==> config.mk <==
export PLATFORM = sky130hd
export DESIGN_NAME = tf_addr_gen
export DESIGN_NICKNAME = d
export VERILOG_FILES = /design/src/rtl/tf_addr_gen.sv
export SDC_FILE = /design/constraint.sdc
export NUM_CORES = 1
export LEC_CHECK = 0
export ABC_CLOCK_PERIOD_IN_PS = 4900
export BUFFER_PORTS_ARGS = -buffer_cell sky130_fd_sc_hd__buf_4
export CAP_MARGIN = 0
export CORE_AREA = 2 2 54 56
export DETAILED_ROUTE_END_ITERATION = 8
export DIE_AREA = 0 0 56 58
export HOLD_SLACK_MARGIN = 0.03
export PLACE_DENSITY_LB_ADDON = 0.12
export SYNTH_ARGS = -nofsm -noshare
export SYNTH_HDL_FRONTEND = slang
export SYNTH_SLANG_ARGS = --single-unit
==> constraint.sdc <==
create_clock -name CLK -period 4.9 [get_ports CLK]
set_input_delay 0.735 -clock CLK [delete_from_list [all_inputs] [get_ports CLK]]
set_output_delay 0.735 -clock CLK [all_outputs]
set_load 0.02 [all_outputs]
==> src/rtl/tf_addr_gen.sv <==
// rtl/tf_addr_gen.sv - twiddle exponent generator for radix-2 DIF FFT; `TFAG_INV_EN adds INV/CONJ for IFFT
module tf_addr_gen #(
  parameter int LOG2N = 5,
  parameter int EXPW  = 4
) (
  input  logic            CLK,
  input  logic            RSTN,
  input  logic            START,
  input  logic            HOLD,
`ifdef TFAG_INV_EN
  input  logic            INV,
  output logic            CONJ,
`endif
  output logic [EXPW-1:0] EXP0,
  output logic [EXPW-1:0] EXP1,
  output logic [2:0]      STAGE,
  output logic [EXPW-2:0] BF_PAIR,
  output logic            VALID,
  output logic            VALID_TF,
  output logic            BUSY,
  output logic            DONE
);

  localparam int         KW     = EXPW - 1;
  localparam logic [2:0] LAST_S = 3'(LOG2N - 1);

  // RUN issues pairs; LAST shows the final pair until it is released by HOLD=0;
  // DRAIN is the cycle carrying the final VALID_TF; DONE follows on IDLE entry.
  typedef enum logic [1:0] {S_IDLE, S_RUN, S_LAST, S_DRAIN} state_t;

  state_t          state;
  logic [2:0]      cnt_s;
  logic [KW-1:0]   cnt_k;
  logic            issue;
  logic            last_pair;
  logic [EXPW-1:0] j0;
  logic [EXPW-1:0] j1;
  logic [EXPW-1:0] mask;
  logic [EXPW-1:0] nxt_e0;
  logic [EXPW-1:0] nxt_e1;
`ifdef TFAG_INV_EN
  logic            inv_lat;
`endif

  // exp(s,j) = (j mod (N/2 >> s)) << s; the modulo is a mask of the low (EXPW-s) bits
  always_comb begin
    j0        = {cnt_k, 1'b0};
    j1        = {cnt_k, 1'b1};
    mask      = {EXPW{1'b1}} >> cnt_s;
    nxt_e0    = (j0 & mask) << cnt_s;
    nxt_e1    = (j1 & mask) << cnt_s;
    last_pair = (cnt_s == LAST_S) && (cnt_k == {KW{1'b1}});
    issue     = !HOLD && ((state == S_IDLE && START) || state == S_RUN);
  end

  // frame FSM, pair counters and registered outputs
  always_ff @(posedge CLK or negedge RSTN) begin
    if (!RSTN) begin
      state    <= S_IDLE;
      cnt_s    <= 3'd0;
      cnt_k    <= '0;
      EXP0     <= '0;
      EXP1     <= '0;
      STAGE    <= 3'd0;
      BF_PAIR  <= '0;
      VALID    <= 1'b0;
      VALID_TF <= 1'b0;
      BUSY     <= 1'b0;
      DONE     <= 1'b0;
`ifdef TFAG_INV_EN
      inv_lat  <= 1'b0;
      CONJ     <= 1'b0;
`endif
    end else begin
      DONE     <= 1'b0;
      // a held pair keeps its ROM address, so its TF is flagged once HOLD drops
      VALID_TF <= VALID & ~HOLD;
`ifdef TFAG_INV_EN
      CONJ     <= VALID & ~HOLD & inv_lat;
`endif
      if (issue) begin
        EXP0    <= nxt_e0;
        EXP1    <= nxt_e1;
        STAGE   <= cnt_s;
        BF_PAIR <= cnt_k;
        VALID   <= 1'b1;
        if (last_pair) begin
          cnt_s <= 3'd0;
          cnt_k <= '0;
        end else begin
          cnt_k <= cnt_k + 1'b1;
          if (cnt_k == {KW{1'b1}}) cnt_s <= cnt_s + 3'd1;
        end
      end
      case (state)
        S_IDLE: begin
          if (START) begin
            state <= S_RUN;
            BUSY  <= 1'b1;
`ifdef TFAG_INV_EN
            inv_lat <= INV;
`endif
          end
        end
        S_RUN: begin
          if (issue && last_pair) state <= S_LAST;
        end
        S_LAST: begin
          if (!HOLD) begin
            state <= S_DRAIN;
            VALID <= 1'b0;
          end
        end
        S_DRAIN: begin
          state <= S_IDLE;
          BUSY  <= 1'b0;
          DONE  <= 1'b1;
        end
        default: state <= S_IDLE;
      endcase
    end
  end

endmodule
Word-level counts from Yosys, hierarchy flattened
Cells that the tools add are included.
- register bits: 26
- logic and storage cells: 53
- bitwise gates (word level): 4
- eq/ne operators: 8
- reduce and logical (&&, ||, !) cells: 12
- muxes and demuxes: 13
- shift-type cells: 3
- add/subtract/negate cells: 2
- operators by type and width (kind ; count):
    3-bit two-way mux ; 3
    4-bit bitwise AND ; 2
    2-bit case mux with 4 select lines ; 1
    4-bit by 3-bit left shift with 4-bit output ; 2
    3-bit by 1-bit adder with 3-bit output (second input constant) ; 2
    3-bit equality test (second input constant) ; 2
    2-bit two-way mux ; 3
    1-bit two-way mux ; 5
    2-bit equality test (second input constant) ; 2
    1-bit logical AND ; 4
    2-bit inequality test (second input constant) ; 2
    2-bit AND reduction ; 2
    2-bit nonzero test ; 2
    4-bit by 3-bit >> shifter with 4-bit output (first input constant) ; 1
    3-bit AND reduction ; 1
    2-bit by 1-bit equality test with 1-bit output (second input constant) ; 1
    2-bit logical NOT ; 1
    2-bit by 1-bit inequality test with 1-bit output (second input constant) ; 1
    1-bit case mux with 2 select lines ; 1
    1-bit bitwise AND ; 1
    1-bit logical NOT ; 1
    1-bit logical OR ; 1
    1-bit NOT ; 1

Longest topological paths before layout
- depth in word-level cells: 7
- gate-level depth with buffers: 7
- gate-level depth less buffers: 6

Least setup slack after synthesis
OpenSTA, ideal clock, no wires.
- path kind: reg-to-reg
- start: reg cnt_s[1]
- end: reg state[1]
- clock period less this slack: 1.827 ns
- cell stages (with the launch flop): 7
- library setup time: 0.125 ns
- arrival time: 1.702 ns
- data required time: 4.775 ns
- path slack: 3.073 ns
- cells stage by stage: dfrtp_1 -> clkbuf_1 -> inv_1 -> ha_1 -> nand3_1 -> a221oi_2 -> mux2_2
- cells in the longest elaborated chain, start to end: 5
- ends and longest elaborated chain (what ; RTL line ; source):
    start, declared ; 32 ; logic [2:0] cnt_s;
    start signal, assigned ; 92 ; if (cnt_k == {KW{1'b1}}) cnt_s <= cnt_s + 3'd1;
    3-bit equality test ; 52 ; last_pair = (cnt_s == LAST_S) && (cnt_k == {KW{1'b1}});
    1-bit logical AND ; 52 ;
    1-bit logical AND ; 106 ; if (issue && last_pair) state <= S_LAST;
    2-bit by 1-bit inequality test with 1-bit output (no source line) ; - ;
    3-bit AND reduction (no source line) ; - ;
    end signal, assigned ; 59 ; state <= S_IDLE;
    end signal, assigned ; 106 ;
    end signal, assigned ; 110 ; state <= S_DRAIN;
    end, declared ; 31 ; state_t state;
No other way between the ends.
A chain may end at the register's enable or synchronous reset.

Worst setup path in the final report
- start: reg state[1]
- end: reg BF_PAIR[0]
- cells in the longest elaborated chain, start to end: 4
- ends and longest elaborated chain (what ; RTL line ; source):
    start signal, assigned ; 59 ;
    start signal, assigned ; 98 ; state <= S_RUN;
    start signal, assigned ; 106 ;
    2-bit logical NOT ; 53 ; issue = !HOLD && ((state == S_IDLE && START) || state == S_RUN);
    1-bit logical AND ; 53 ;
    1-bit logical OR * ; 53 ;
    1-bit logical AND * ; 53 ;
    end signal, assigned ; 85 ; BF_PAIR <= cnt_k;
    end, declared ; 17 ; output logic [EXPW-2:0] BF_PAIR,
Mark *: on every way between the ends. The rest lies on a longest branch, timed or not.

==> impl_metrics.tcl <==
set metrics [dict create \
    status "finished clean" \
    cts_setup_buffers 0 \
    wire_per_inst_um 14.4 \
    critPathKind "reg2reg" \
    hold_class "in2async" \
    layout_setup_ws_ns 2.52 \
    hold_viol 0 \
    setup_viol 0 \
    maxSlewHeadroom_pct 49.5 \
    grt_max_degree 26 \
    ys_async_sr_fraction_pct 100 \
    period_needed_ns 2.38 \
    gr-total-overflow 0 \
    clk_latency_ns 0.32 \
    clockRootBuffer "clkbuf_4" \
    die_y_um 58 \
    drt-pass1-iter-count 4 \
    cts_tree "yes" \
    clk_pin_slew_ns 0.14 \
    avgSynthCellArea_sq_um 11.4 \
    grt_pass1_wl_mm 3.97 \
    gp_congestion 0.807 \
    cts_sinks 25 \
    cp.arrival_ns 2.60 \
    ctsResizeCount 0 \
    grt_usage_pct 15.4 \
    synth_edf_count 0 \
    syn_nets 127 \
    antenna_found_initial 0 \
    io_pins 22 \
    fmax_mhz 421 \
    vias 907 \
    required_ns 5.12 \
    p_sw_share_pct 43.0 \
    layout_commonest_cell "dfrtp_1" \
    drtIter0Drc 20 \
    postCtsHoldBufs 0 \
    grt_pass1_vias 859 \
    yosysUniqueCellTypes 35 \
    port_buffers 20 \
    final.setup_skew_ns 0.00261 \
    ant_nets 0 \
    synth_seq_cells 25 \
    floorplan.initialDensity_pct 48.7 \
    cts.path.max_buffers 2 \
    ys_seq_area_share_pct 48.3 \
    core_sq_mm 0.00266 \
    totalWireLength_mm 2.30 \
    internal-power_w 0.000522 \
    maxSlewViolCount 0 \
    drc 0 \
    switchingPower_w 0.000393 \
    p_leak_nw 0.699 \
    ys.warnings.count 0 \
    netlist_area_sq_mm 0.00130 \
    tightest_slew_ns 0.757 \
    fin_nets 143 \
    pwr-share-comb_pct 48.4 \
    synth_area_leaders "dfrtp_1 (48%), ha_1 (8.7%), mux2_2 (6.9%), o21ai_0 (5.0%), o41ai_2 (3.8%)" \
    nFillCells 237 \
    synth_flop_cell "dfrtp_1" \
    crit_path_max_fanout 13 \
    row_count 19 \
    layout.cells.most_common_list "dfrtp_1 (25), buf_4 (20), o21ai_0 (13)" \
    dieWidth_um 56 \
    ir_drop_v 0.000405 \
    power_frac_seq_pct 41.5 \
    fp.dieArea_sq_mm 0.00325 \
    numCtsBuffers 3 \
    diodes 0 \
    power_per_cell_area_mw_per_mm2 625 \
    synth_top_area_share_pct 48.3 \
    syn_inst 114 \
    rsz0062_at_grt "no" \
    p_clk_share_pct 10.1 \
    dp_slack_ns 2.38 \
    area_growth_pct 13.0 \
    dp_hpwl_mm 1.63 \
    end_kind "flip-flop" \
    drive_gt1_share_pct 30.2 \
    synth_top_area_cell "dfrtp_1" \
    maxCapViolCount 0 \
    period_share_pct 48.5 \
    cp-start-kind "flip-flop" \
    tns_ns 0 \
    vias_per_cell 5.67 \
    htreeDepth 1 \
]
[Yosys cell counts (2+ instances only)]
| master | instances |
|---|---|
| dfrtp_1 | 25 |
| o21ai_0 | 13 |
| ha_1 | 9 |
| inv_1 | 9 |
| mux2_2 | 8 |
| nand2_1 | 5 |
| a31oi_1 | 4 |
| mux2i_1 | 4 |
| clkbuf_1 | 3 |
| o41ai_2 | 3 |
| a21oi_1 | 2 |
| buf_1 | 2 |
| buf_2 | 2 |
| nor2_1 | 2 |
| nor2b_1 | 2 |
| o31ai_1 | 2 |
[routing by layer]
metal	track usage (%)	vias up	share of wire (%)
met2	24.7	22	48
met3	2.01	4	3.4
li1	-	437	-
met4	6.12	0	1.2
met1	21.4	444	48
met5	0	-	0
[path summary, 6_finish.rpt]
path	from	endpoint	slack [ns]	cells after the start
worst max-delay path	state[1]	BF_PAIR[0]	2.52	5
max in group asynchronous	RSTN	cnt_k[1]	4.37	1
worst max register to register	state[1]	BF_PAIR[0]	2.52	5
worst min-delay path	RSTN	EXP1[0]	0.29	1
min in group CLK	STAGE[1]	STAGE[1]	0.53	2
worst min register to register	STAGE[1]	STAGE[1]	0.53	2
[layout make-up]
class                      instances  area [sq um]  share of cell area (%)
multi-input combinational         71           589                    40.2
inverter                           9          33.8                    2.31
clock inverter                     1          5.00                   0.342
sequential                        25           626                    42.7
tap                               31          38.8                    2.65
timing repair buffer              20           150                    10.2
clock buffer                       3          22.5                    1.54
[power groups by stage]
stage                     Clock [W]  Sequential (W)  Combinational, W
after detailed placement          0        0.000384          0.000449
after global placement            0        0.000383          0.000440
after floorplan                   0        0.000400          0.000299
after global routing       0.000103        0.000395          0.000495
after CTS                 0.0000974        0.000380          0.000450
final                     0.0000922        0.000380          0.000443
[registers in the layout, summed over array words and instances, names as in the netlist]
| signal | flops |
|---|---|
| BF_PAIR | 3 |
| BUSY | 1 |
| DONE | 1 |
| EXP0 | 3 |
| EXP1 | 4 |
| STAGE | 3 |
| VALID | 1 |
| VALID_TF | 1 |
| cnt_k | 3 |
| cnt_s | 3 |
| state | 2 |
[cells by family after synthesis]
logic type / Yosys count / synth area share, %
buffers and inverters: 18 / 6.27
AOI/OAI and AO/OA: 34 / 19.9
DFF: 25 / 48.3
adders and majority gates: 9 / 8.69
muxes: 12 / 10.0
other: 1 / 0.289
and+or+nand+nor: 15 / 6.56
[stage by stage]
stage / total power (W) / cells / utilization, % / hold slack (ns) / instance area (sq um)
finish: 0.000916 / 160 / 55.0 / 0.291 / 1470
global route: 0.000993 / 160 / 55.0 / 0.297 / 1470
CTS: 0.000928 / 160 / 55.0 / 0.289 / 1470
detailed placement: 0.000833 / 156 / 54.0 / 0.494 / 1440
global placement: 0.000823 / 156 / 54.0 / 0.494 / 1440
floorplan: 0.000699 / 114 / - / 0.439 / 1300
[critical path, stage by stage (launching register included)]
cell and delay, ns:
dfrtp_1 0.42, inv_1 0.08, ha_1 0.24, a21oi_2 0.47, or2_0 0.66, mux2_2 0.40
Power figures use the tool's default switching activity.
